[src/rtl/uart_tx_frame_ctrl.sv]
// UART transmit engine: one-entry holding buffer, frame sequencer, data
// shifter, stored parity bit and registered serial output. Bit timing comes
// from an external baud strobe; queued frames follow each other with no idle bit.
//
// Handshake: the producer presents i_data plus per-frame config with
// i_data_valid; a transfer happens on any rising edge where i_data_valid and
// o_data_ready are both high. The producer must hold data/config stable while
// i_data_valid is high and not yet accepted; o_data_ready does not depend on
// i_data_valid.
module uart_tx_frame_ctrl #(
   parameter int DATA_WIDTH = 8
) (
   input  logic                  i_clk,
   input  logic                  i_rst_n,
   input  logic                  i_tick,
   input  logic [DATA_WIDTH-1:0] i_data,
   input  logic                  i_data_valid,
   output logic                  o_data_ready,
   input  logic                  i_par_en,
   input  logic                  i_par_odd,
   input  logic                  i_stop2,
   output logic                  o_tx,
   output logic                  o_busy,
   output logic                  o_frame_done,
   output logic [2:0]            dbg_state
);

   localparam int CW = (DATA_WIDTH > 1) ? $clog2(DATA_WIDTH) : 1;
   localparam logic [CW-1:0] LAST_BIT = CW'(DATA_WIDTH - 1);

   typedef enum logic [2:0] {
      S_IDLE   = 3'd0,
      S_START  = 3'd1,
      S_DATA   = 3'd2,
      S_PARITY = 3'd3,
      S_STOP1  = 3'd4,
      S_STOP2  = 3'd5
   } state_t;

   state_t                state;
   state_t                state_next;

   // holding buffer entry
   logic                  hold_full;
   logic [DATA_WIDTH-1:0] hold_data;
   logic                  hold_par_en;
   logic                  hold_par_odd;
   logic                  hold_stop2;

   // in-flight frame
   logic [DATA_WIDTH-1:0] shifter;
   logic [DATA_WIDTH-1:0] shifter_next;
   logic [CW-1:0]         cnt;
   logic                  par_bit;
   logic                  par_en_q;
   logic                  stop2_q;

   logic                  frame_end;
   logic                  load;
   logic                  accept;
   logic                  tx_next;

   assign accept       = i_data_valid & ~hold_full;
   assign load         = hold_full & ((i_tick & (state == S_IDLE)) | frame_end);
   assign o_data_ready = ~hold_full;
   assign dbg_state    = state;

   // State register plus the line and done-pulse flops that track it
   always_ff @(posedge i_clk or negedge i_rst_n) begin
      if (!i_rst_n) begin
         state        <= S_IDLE;
         o_tx         <= 1'b1;
         o_frame_done <= 1'b0;
      end else begin
         state        <= state_next;
         o_tx         <= tx_next;
         o_frame_done <= frame_end;
      end
   end

   // Next-state logic; all moves happen on baud ticks, bad encodings fall to IDLE
   always_comb begin
      state_next = state;
      frame_end  = 1'b0;
      case (state)
         S_IDLE:   if (i_tick && hold_full) state_next = S_START;
         S_START:  if (i_tick) state_next = S_DATA;
         S_DATA:   if (i_tick && (cnt == LAST_BIT))
                      state_next = par_en_q ? S_PARITY : S_STOP1;
         S_PARITY: if (i_tick) state_next = S_STOP1;
         S_STOP1:  if (i_tick) begin
                      if (stop2_q) state_next = S_STOP2;
                      else         frame_end  = 1'b1;
                   end
         S_STOP2:  if (i_tick) frame_end = 1'b1;
         default:  state_next = S_IDLE;
      endcase
      // a queued entry starts immediately after the last stop bit
      if (frame_end) state_next = hold_full ? S_START : S_IDLE;
   end

   // Output decode: line level for the state being entered, busy from current state
   always_comb begin
      case (state_next)
         S_IDLE:   tx_next = 1'b1;
         S_START:  tx_next = 1'b0;
         S_DATA:   tx_next = shifter_next[0];
         S_PARITY: tx_next = par_bit;
         S_STOP1:  tx_next = 1'b1;
         S_STOP2:  tx_next = 1'b1;
         default:  tx_next = 1'b1;
      endcase
      o_busy = (state != S_IDLE);
   end

   // Shifter next value: load a new payload, or shift once per DATA tick
   always_comb begin
      shifter_next = shifter;
      if (load)
         shifter_next = hold_data;
      else if ((state == S_DATA) && i_tick)
         shifter_next = shifter >> 1;
   end

   // Holding buffer: capture on handshake, release when loaded into the shifter
   always_ff @(posedge i_clk or negedge i_rst_n) begin
      if (!i_rst_n) begin
         hold_full    <= 1'b0;
         hold_data    <= '0;
         hold_par_en  <= 1'b0;
         hold_par_odd <= 1'b0;
         hold_stop2   <= 1'b0;
      end else if (load) begin
         hold_full <= 1'b0;
      end else if (accept) begin
         hold_full    <= 1'b1;
         hold_data    <= i_data;
         hold_par_en  <= i_par_en;
         hold_par_odd <= i_par_odd;
         hold_stop2   <= i_stop2;
      end
   end

   // Frame datapath: shifter, bit counter and config latched at load time
   always_ff @(posedge i_clk or negedge i_rst_n) begin
      if (!i_rst_n) begin
         shifter  <= '0;
         cnt      <= '0;
         par_bit  <= 1'b0;
         par_en_q <= 1'b0;
         stop2_q  <= 1'b0;
      end else begin
         shifter <= shifter_next;
         if (load) begin
            cnt      <= '0;
            par_bit  <= (^hold_data) ^ hold_par_odd;
            par_en_q <= hold_par_en;
            stop2_q  <= hold_stop2;
         end else if ((state == S_DATA) && i_tick && (cnt != LAST_BIT)) begin
            cnt <= cnt + CW'(1);
         end
      end
   end

endmodule

[config.mk]
export PLATFORM = sky130hd
export DESIGN_NAME = uart_tx_frame_ctrl
export DESIGN_NICKNAME = d
export VERILOG_FILES = /design/src/rtl/uart_tx_frame_ctrl.sv
export SDC_FILE = /design/constraint.sdc
export NUM_CORES = 1
export LEC_CHECK = 0
export ABC_AREA = 1
export BUFFER_PORTS_ARGS = -buffer_cell sky130_fd_sc_hd__buf_2
export CORE_MARGIN = 1
export CORE_UTILIZATION = 51
export DETAILED_ROUTE_END_ITERATION = 16
export PLACE_DENSITY = 0.79
export SYNTH_ARGS = -nofsm -noshare
export SYNTH_HDL_FRONTEND = slang
export SYNTH_SLANG_ARGS = --single-unit
[constraint.sdc]
create_clock -name i_clk -period 1.8 [get_ports i_clk]
set_clock_uncertainty 0.05 [all_clocks]
set_input_delay 0.18 -clock i_clk [delete_from_list [all_inputs] [get_ports i_clk]]
set_output_delay 0.18 -clock i_clk [all_outputs]
set_load 0.01 [all_outputs]
Yosys cells after proc, flatten, opt, wreduce, memory -nomap -nowiden
Cells that the tools add are included.
{ "totals": {"regBits": 31, "latchBits": 0, "ramBits": 0, "romBits": 0, "input_bits": 15, "out_inout_bits": 7, "wordCells": 64, "n_memories": 0} }
{ "op_classes": {"add_sub_neg": 1, "mul": 0, "n_div": 0, "magnitude_cmp": 0, "n_eq_ne": 10, "shifts": 0, "mux": 21, "bitwise": 7, "reduce_logical": 11} }
{ "ops": {"columns": ["op", "n"], "rows": [
  ["$mux 3", 10],
  ["$pmux 3 s6", 1],
  ["$mux 8", 2],
  ["$eq 3x2->1 const B", 4],
  ["$eq 3x3->1 const B", 3],
  ["$reduce_xor 8->1", 1],
  ["$eq 3x1->1 const B", 2],
  ["$mux 1", 6],
  ["$reduce_bool 2->1", 3],
  ["$logic_and 1x1->1", 4],
  ["$add 3x1->3 const B", 1],
  ["$and 1x1->1", 3],
  ["$logic_not 3->1", 1],
  ["$ne 3x3->1 const B", 1],
  ["$pmux 1 s3", 1],
  ["$reduce_bool 3->1", 1],
  ["$not 1->1", 2],
  ["$pmux 1 s2", 1],
  ["$reduce_and 2->1", 1],
  ["$or 1x1->1", 1],
  ["$xor 1x1->1", 1]
]} }

Longest topological paths before layout
{ "depth": {"word_depth": 7, "mapped_depth": 12, "depth_no_buf": 12} }

Least setup slack after synthesis
No wires, ideal clock.
{ "synth_path": {"path_kind": "register -> register", "from": "register cnt[0]", "to": "register o_tx", "setup_time_ns": 0.075, "arrival_time_ns": 1.313, "required_time_ns": 1.675, "setup_slack_ns": 0.361, "path_stages_with_launch": 13, "n_path_buf": 0, "synth_period_minus_slack_ns": 1.439, "cell_sequence": "dfrtp_1 ha_1 ha_1 nand2_1 nand2_1 nand2_1 nand2_1 nand2_1 nor2_1 nand2_1 nand2_1 nand2_1 nand2_1"} }
{ "synth_between": {"elab_chain_len": 7, "word_cells_on_any_way": 9, "cone_classes": "4 x eq/ne; 4 x mux; 1 x reduce/logical"} }
{ "synth_rtl": {"columns": ["item", "line", "text"], "rows": [
  ["start: declaration", "53", "logic [CW-1:0] cnt;"],
  ["start signal: assignment", "160", "cnt <= cnt + CW'(1);"],
  ["$eq 3x3->1 *", "88", "S_DATA: if (i_tick && (cnt == LAST_BIT))"],
  ["$logic_and 1x1->1 *", "88", null],
  ["$mux 3 *", "88", null],
  ["$pmux 3 s6 *", "85", "case (state)"],
  ["$mux 3 *", "99", "if (frame_end) state_next = hold_full ? S_START : S_IDLE;"],
  ["$eq 3x2->1 / $eq 3x1->1 (equally long branches)", "104", "case (state_next)"],
  ["$pmux 1 s3 *", "104", null],
  ["net tx_next", "61", "logic tx_next;"],
  ["end signal: assignment", "76", "o_tx <= tx_next;"],
  ["end: declaration", "22", "output logic o_tx,"]
]} }
The timed path passes the listed nets; every way through them passes the cells marked *.
A chain may end at the register's enable or synchronous reset.

Worst setup path after layout
{ "layout_path": {"from": "register state[0], in the netlist dbg_state[0]", "to": "register shifter[7]"} }
{ "layout_between": {"elab_chain_len": 5, "word_cells_on_any_way": 11, "cone_classes": "3 x eq/ne; 2 x mux; 3 x bitwise; 3 x reduce/logical"} }
{ "layout_rtl": {"columns": ["item", "line", "text"], "rows": [
  ["start: declaration", "40", "state_t state;"],
  ["start signal: assignment", "75", "state <= state_next;"],
  ["$eq 3x3->1 / $logic_not 3->1 (equally long branches)", "85, 64", null],
  ["$pmux 1 s2 / $and 1x1->1 (equally long branches)", "85, 64", null],
  ["$or 1x1->1", "64", "assign load = hold_full & ((i_tick & (state == S_IDLE)) | frame_end);"],
  ["$and 1x1->1", "64", null],
  ["$mux 8 / $reduce_bool 2->1 (equally long branches)", null, null],
  ["end signal: assignment", "153", "shifter <= shifter_next;"],
  ["end: declaration", "51", "logic [DATA_WIDTH-1:0] shifter;"]
]} }
Parallel ways exist; a longest one is shown, timed or not.

==> results by group <==
Route
  • Wire per inst: 11.2 um
  • Post-route ant nets: 0
  • Violation count after the first detailed-route iteration: 70
  • # DRC: 0
  • Vias/cell: 5.16
  • Final wirelength: 2.75 mm
  • Via Count: 1269
  • Detailed Routing Iterations Pass 1: 4

Global routing
  • All-Layer GR Usage: 19.9%
  • Global-route wire length before repair: 4.88 mm
  • Initial antenna violation count: 0
  • Global route total overflow: 0
  • Largest net degree at the start of global routing: 32
  • Vias in the first global route: 1155

Logic synthesis
  • Top post-synthesis cells by count: nand2_1 (66), dfrtp_1 (30), inv_1 (22), nand3_1 (14), nor2_1 (11)
  • Top cell type's share of synthesized area: 47.8%
  • Post-synthesis sequential area ratio: 49.4%
  • Synth area leader: dfrtp_1
  • #FFs+latches synth: 31
  • Ys flop type: dfrtp_1
  • Ranking of synthesized cells by area: dfrtp_1 (48%), nand2_1 (16%), inv_1 (5.3%)
  • Post-synth EDFFs: 0
  • Async SR Flop Fraction: 100%
  • Count leader, synth: nand2_1
  • Synth Warn #: 0
  • Post-synthesis cell area: 1570 sq um
  • Gate Count Post-Synth: 189
  • Netlist cell types: 25
  • Mapped Avg Cell Area: 8.31 sq um
  • Syn_nets: 206

Place
  • Final GP Congestion: 0.845
  • Dpl cells: 237
  • PortBufs: 21
  • Dpl hpwl: 2.00 mm

Worst setup path
  • R2R Setup Slk: 0.16 ns
  • R2r worst-path depth: 8
  • CP Capture Type: flip-flop
  • Reg2Reg Capture Point: shifter[7]
  • Critical Path Start Type: flip-flop
  • Crit. Startpoint: dbg_state[0]
  • Kind of critical path: flip-flop to flip-flop
  • Reg2reg start: dbg_state[0]
  • Crit path required time: 1.96 ns
  • Worst Path Arrival: 1.80 ns
  • Worst Path Max Fanout: 11

CTS
  • Post-CTS Setup Repair Bufs: 0
  • Resized Gates After CTS: 0
  • CTS tree: done
  • CTS root buf: clkbuf_4
  • H-tree depth: 2
  • Inserted Clock Buffers: 5
  • Clk sink count: 31
  • Clock-pin transition on the worst setup and hold timing paths: 0.09 ns
  • CTS max path bufs: 2
  • Skew-Pair Late Insertion Delay: 0.32 ns

STA
  • Final setup fails: 0
  • Final Hold Vio Count: 0
  • Slew @ Worst Pin: 0.666 ns
  • Unrepaired setup endpoints after global routing: false
  • Setup TNS: 0 ns
  • Final worst-path cycle share: 91.1%
  • Min cycle time layout: 1.64 ns
  • Rel. slew slack: 55.6%
  • Fmax: 610 MHz
  • Max-slew violations: 0

Power
  • Pwr Total: 2.98 mW
  • Pwr dens: 1690 nW/um^2
  • Switching pwr: 1.21 mW
  • Sw Share: 40.8%
  • Leakage power: 0.982 nW
  • Register share of total power: 42.9%
  • VDD IR max: 0.00106 V
  • Internal power: 1.76 mW
  • Comb power frac: 41.9%
  • Clock share of power: 15.3%

Finish
  • Non-Filler Instances: 246
  • Final-stage net count: 231
  • Area of the multi-input gates: 679 sq um
  • Diode count: 0
  • Filler cells: 241
  • Reg area: 777 sq um
  • Ratio of cells with drive above 1 in the final layout: 21.4%
  • Area grow syn2layout: 12.3%

Worst hold path
  • HP Class: primary input to flip-flop
  • Hold_sp: i_data[5]
  • Worst Hold Depth: 2
  • Hold Path Sink: hold_data[5]

Floorplan
  • Die X: 57.5 um
  • Initial Util: 55.6%
  • CORE AREA: 2830 sq um
  • Die area: 3310 sq um
  • IO Count: 22
  • Die height: 57.5 um
  • FP Rows: 19

Outcome
  • Status: complete, no violations

Job
  • Max_cap viols: 0
how the worst max path moves through the flow:
stage | end | slack (ns) | cells after the start
floorplan | o_tx | 0.36 | 12
global placement | shifter[5] | 0.20 | 8
detailed placement | shifter[7] | 0.17 | 8
CTS | shifter[7] | 0.16 | 8
global route | shifter[1] | 0.03 | 8
finish | shifter[7] | 0.16 | 8
sequential cells by signal (all words and copies together), names as in the netlist, 3 cells and up:
register and count:
hold_data 8, shifter 8, cnt 3, dbg_state 3
logic make-up (layout without fill, tap and decap cells):
kind of cell	Yosys count	after routing	share of synthesized area (%)
xor+xnor	3	3	1.67
simple gates	108	108	31.1
compound gates	11	11	3.82
buf+inv	27	53	7.32
fa+ha+maj	2	2	1.59
flops	31	31	49.4
mux	7	7	5.02
power groups by stage:
| stage | combinational [mW] | clock, mW | sequential (mW) |
|---|---|---|---|
| final | 1.25 | 0.454 | 1.28 |
| after global routing | 1.44 | 0.496 | 1.33 |
| after CTS | 1.25 | 0.469 | 1.28 |
| after detailed placement | 1.24 | 0 | 1.29 |
| after global placement | 1.22 | 0 | 1.28 |
| after floorplan | 1.00 | 0 | 1.24 |
per-stage QoR:
stage | hold WS (ns) | setup slack [ns] | area (sq um) | utilization (%)
3_5_place_dp | 0.206 | 0.165 | 1690 | 59.6
4_1_cts | 0.0164 | 0.155 | 1770 | 62.4
2_1_floorplan | -0.166 | 0.361 | 1570 | -
6_report | 0.0305 | 0.160 | 1770 | 62.4
5_1_grt | 0.0142 | 0.0289 | 1770 | 62.4
3_3_place_gp | 0.202 | 0.196 | 1690 | 59.6
cell usage in the layout, fill, tap and decap left out, drive strengths merged:
cell type,instances
inv,23
xor2,1
dlygate4sd3,1
nand4,5
clkbuf,8
nand2,68
o21ai,5
o21a,2
xnor2,2
buf,21
nand3,18
a21oi,4
nor3,2
dfstp,1
ha,2
mux2,7
nor2,14
nand3b,1
dfrtp,30
per-layer routing:
layer  GRT usage (%)  part of all wire (%)
met5               0                     0
met1            26.0                    46
met2            31.2                    48
met3            4.76                   3.8
met4            9.76                   1.5
area by class of cell:
class,count,area share (%)
clock buffers,8,3.90
inverters,23,4.89
multi-input cells,131,38.5
flip-flops and latches,31,44.0
well taps,31,2.20
repair buffers,22,6.52
critical path, stage by stage (launching register included):
cell	delay [ns]
dfrtp_1	0.48
nor2_2	0.24
nand3_2	0.11
nand3_2	0.12
nand2_4	0.09
inv_2	0.20
nor2_4	0.08
nand2_1	0.06
o21ai_0	0.08
timing repair:
action,CTS,global route
hold buffers,1,0
endpoints found under the setup margin,0,0
endpoints found under the hold margin,30,0
Power figures use the tool's default switching activity.
